<file path="config.mk">
export PLATFORM = sky130hd
export DESIGN_NAME = count_monitor
export DESIGN_NICKNAME = d
export VERILOG_FILES = /design/src/rtl/count_monitor.sv
export SDC_FILE = /design/constraint.sdc
export NUM_CORES = 1
export LEC_CHECK = 0
export ABC_AREA = 1
export BUFFER_PORTS_ARGS = -buffer_cell sky130_fd_sc_hd__buf_2
export CORE_MARGIN = 1.5
export CORE_UTILIZATION = 49
export DETAILED_ROUTE_END_ITERATION = 7
export HOLD_SLACK_MARGIN = 0.03
export PLACE_DENSITY = 0.71
export SLEW_MARGIN = 20
export SYNTH_ARGS = -nofsm -noshare
export SYNTH_HDL_FRONTEND = slang
export SYNTH_SLANG_ARGS = --single-unit
</file>
<file path="constraint.sdc">
create_clock -name clk -period 1.8 [get_ports clk]
set_input_delay 0.45 -clock clk [delete_from_list [all_inputs] [get_ports clk]]
set_output_delay 0.45 -clock clk [all_outputs]
set_load 0.005 [all_outputs]
</file>
<file path="src/rtl/count_monitor.sv">
// Checks that an upstream T-driven counter steps correctly, locks after LOCK_N good steps and latches faults.
// Optional build macro COUNT_MONITOR_WRAP_CNT_EN adds a 16-bit wrap counter output.
`timescale 1ns/1ps

module count_monitor #(
    parameter int WIDTH  = 3,
    parameter int LOCK_N = 4,
    parameter int ERRW   = 8
) (
    input  logic             clk,
    input  logic             rst,
    input  logic             t_in,
    input  logic [WIDTH-1:0] q_in,
    input  logic             clr,
    output logic             locked,
    output logic             err,
    output logic [ERRW-1:0]  err_cnt,
    output logic             wrap_pulse,
    output logic [1:0]       state
`ifdef COUNT_MONITOR_WRAP_CNT_EN
    ,
    output logic [15:0]      wrap_cnt
`endif
);

    localparam logic [1:0] IDLE   = 2'd0;
    localparam logic [1:0] SYNC   = 2'd1;
    localparam logic [1:0] LOCKED = 2'd2;
    localparam logic [1:0] FAULT  = 2'd3;
    localparam logic [3:0] LOCK_C = 4'(LOCK_N);

    logic [WIDTH-1:0] q_prev;
    logic             t_prev;
    logic [3:0]       good_cnt;
    logic [3:0]       good_next;
    logic [WIDTH-1:0] q_exp;
    logic             mismatch;
    logic             wrap_ok;
    logic             wrap_set;

    function automatic logic [ERRW-1:0] sat_inc(input logic [ERRW-1:0] v);
        return (&v) ? v : v + 1'b1;
    endfunction

    always_comb begin
        q_exp     = t_prev ? q_prev + 1'b1 : q_prev;
        mismatch  = (q_in != q_exp);
        // A wrap is by construction a correct step, so no separate mismatch gating is needed.
        wrap_ok   = t_prev && (&q_prev) && (q_in == '0);
        wrap_set  = wrap_ok && ((state == SYNC) || (state == LOCKED));
        good_next = good_cnt + 4'd1;
    end

    assign locked = (state == LOCKED);
    assign err    = (state == FAULT);

    always_ff @(posedge clk or negedge rst) begin
        if (!rst) begin
            state      <= IDLE;
            q_prev     <= '0;
            t_prev     <= 1'b0;
            good_cnt   <= '0;
            err_cnt    <= '0;
            wrap_pulse <= 1'b0;
        end else begin
            q_prev     <= q_in;
            t_prev     <= t_in;
            wrap_pulse <= wrap_set;
            case (state)
                IDLE: begin
                    state <= SYNC;
                    if (clr) err_cnt <= '0;
                end
                SYNC: begin
                    if (clr) err_cnt <= '0;
                    if (mismatch) begin
                        good_cnt <= '0;
                    end else begin
                        good_cnt <= good_next;
                        if (good_next == LOCK_C) state <= LOCKED;
                    end
                end
                LOCKED: begin
                    if (clr) begin
                        state    <= SYNC;
                        err_cnt  <= '0;
                        good_cnt <= '0;
                    end else if (mismatch) begin
                        state   <= FAULT;
                        err_cnt <= sat_inc(err_cnt);
                    end
                end
                default: begin
                    // FAULT is sticky: only clr or reset leaves it.
                    if (clr) begin
                        state    <= SYNC;
                        err_cnt  <= '0;
                        good_cnt <= '0;
                    end else if (mismatch) begin
                        err_cnt <= sat_inc(err_cnt);
                    end
                end
            endcase
        end
    end

`ifdef COUNT_MONITOR_WRAP_CNT_EN
    always_ff @(posedge clk or negedge rst) begin
        if (!rst) begin
            wrap_cnt <= '0;
        end else if (clr) begin
            wrap_cnt <= '0;
        end else if (wrap_set) begin
            wrap_cnt <= wrap_cnt + 16'd1;
        end
    end
`endif

endmodule

</file>
==> reports/results.ini <==
[min_path]
hold_path_class=in -> async

[layout]
finalNetCount=194
area_growth_pct=19.8
antenna_cells=0
drive_gt1_frac=0.330

[drt]
vias=1072
met3_length_um=82
routed_wl_mm=2.61
route.detailed.drc=0
met1Wirelength_mm=1.22
highest_layer=met4
drt_iter0_markers=17
wire_per_inst_um=12.7
drtPass1Iterations=4
antenna_left=0
vias_per_cell=5.20
route.met2.wl_mm=1.27

[setup_path]
path_cells=inv_1, ha_1, buf_2
crit_start=state[0]
critPathKind=reg -> out
cpMaxStageDelayCell=dfrtp_2
arrival_ns=1.30
crit_required_ns=1.35
max_stage_delay_ns=0.46
end_kind=primary output
cp_max_fo=6
timing.rr.start=q_prev[0]
start_kind=flip-flop

[clocking]
cts_tree=yes
cts_inserted_buffers=3
clockBufferDepth=2
cts_sinks=19
htreeDepth=1
clk_latency_ns=0.31
clkTransAtPathRegs_ns=0.12
clockRootBuffer=clkbuf_4

[floorplanning]
ios=20
die_y_um=53.3
dieArea_um2=2840
initial_core_util=0.509
core.rowCount=18
coreArea_um2=2430
die_x_um=53.3

[sta]
setup-violations-final=0
finalWorstSetupSlack_ns=0.0509
fin_crit_sh=0.972
slew_headroom=0.703
fmax_ghz=0.572
skew_ns=0.00797
period_needed_ns=1.75
drv_slew=0
hold_viol_final=0
tightest_slew_ns=0.445
rsz0062_at_grt=true

[synth]
yosysSeqAreaShare=0.384
synth_ff_type=dfrtp_1
synthesis.instances=151
synthTopCellsByCount=nand2_1, inv_1, dfrtp_1
async_flop_share=1.00
synthTopCellsByArea=dfrtp_1, nand2_1, ha_1
synth_top_cell_by_area=dfrtp_1
yosys_register_bits=19
synth_top_cell_area_share=0.384
synth.most_common_cell=nand2_1
synth-edff-count=0
syn-cell-area_um2=1240
ys_types=27
yosysWarnings=0
syn_avg_cell_area_um2=8.19
syn_nets=168

[global_route]
antenna_found_initial=0
grt_max_degree=20
gr-total-overflow=0
grt_pass1_wl_mm=4.35
grt.total_usage=0.214
grt_pass1_vias=1018

[power_and_ir_drop]
p_seq_frac=0.376
swShare=0.417
p_leak_nw=0.740
p_comb_frac=0.456
power_mw=1.39
power.internal_mw=0.813
switching_power_mw=0.582
ir_worst_vdd_uv=739
clockPowerShare=0.168
power.density_nw_per_um2=941

[placement]
dpl.hpwl_mm=1.94
io_buffers=19
pre_cts_ws_ns=0.00614
place_congestion=0.875

[flow_run]
maxCapViolations=0

[status]
outcome=finished clean

what timing repair did:
action,CTS,global route
pin swaps,3,4
hold buffers,0,0
setup endpoints to repair,7,14
buffers inserted,0,0
endpoints found under the hold margin,0,0
resized for setup,4,14
worst paths after layout:
| path | end | slack (ns) | depth (start not counted) |
|---|---|---|---|
| max reg2reg | state[0] | 0.07 | 11 |
| max in group asynchronous | state[0] | 1.41 | 1 |
| min in group clk | t_prev | 0.24 | 1 |
| max | locked | 0.05 | 3 |
| min reg2reg | state[0] | 0.57 | 2 |
| min | err_cnt[5] | 0.06 | 1 |
flip-flops by register name (all words and copies together), names as in the netlist:
name / flops
err_cnt: 8
wrap_pulse: 1
q_prev: 3
state: 2
good_cnt: 4
t_prev: 1
worst max-delay path: cells and delay by family, from the launching register on:
kind	cells	cell delay, ns
buf+inv	2	0.26
flops	1	0.46
fa+ha+maj	1	0.27
power by group through the flow:
stage	clock network, mW	logic, mW	registers (mW)
floorplan	0	0.377	0.532
global placement	0	0.540	0.527
detailed placement	0	0.559	0.529
CTS	0.233	0.567	0.522
global route	0.247	0.717	0.534
finish	0.235	0.636	0.524
layout make-up:
class                      count  area, um^2
multi-input combinational    107         734
inverter                      24        90.1
clock buffer                   4        26.3
sequential                    19         477
tap                           30        37.5
fill                         223         950
timing repair buffer          22         118
logic make-up after synthesis:
| logic type | Yosys count | synth area share |
|---|---|---|
| adder cells (fa/ha/maj) | 10 | 0.101 |
| XOR/XNOR | 4 | 0.0283 |
| buffers and inverters | 25 | 0.0819 |
| flip-flops | 19 | 0.384 |
| AND/OR/NAND/NOR | 77 | 0.315 |
| AO/OA/AOI/OAI | 15 | 0.0809 |
| multiplexers | 1 | 0.00809 |
per-stage QoR:
step | area (um^2) | hold WS, ns | setup TNS, ns | cells | utilization
after floorplan | 1240 | 0.154 | 0 | 151 | -
after global placement | 1380 | 0.413 | 0 | 202 | 0.568
after detailed placement | 1380 | 0.421 | 0 | 202 | 0.568
after CTS | 1430 | 0.0773 | 0 | 206 | 0.588
after global routing | 1480 | 0.0940 | -0.377 | 206 | 0.610
final | 1480 | 0.0581 | 0 | 206 | 0.610
cells in the final DEF (no fill, tap or decap):
master    count
nand4_1       3
clkbuf_4      3
nor3_2        1
nor2_1        5
buf_4         3
a21oi_1       1
o21ai_0       7
nand3_2       2
nor2_2        2
xor2_1        3
nor2_4        3
o21ai_4       1
buf_2        19
mux2i_1       1
xnor2_1       1
dfrtp_2       1
inv_2         2
nand3_1      12
nand2_4       1
inv_1        22
ha_1          8
dfrtp_1      18
a41oi_1       1
ha_4          1
or2_1         2
ha_2          1
nand2_8       1
nand2_1      29
nor4_1        1
nor3_1        2
nor3b_2       1
clkbuf_1      1
nand3_4       1
o21ai_2       4
a21boi_0      1
nand2_2      11
metal layers:
metal | up-vias | track usage
li1 | 534 | -
met1 | 512 | 0.274
met2 | 21 | 0.360
met3 | 5 | 0.0254
met4 | 0 | 0.0940
met5 | - | 0
(Power assumes the default switching activity.)
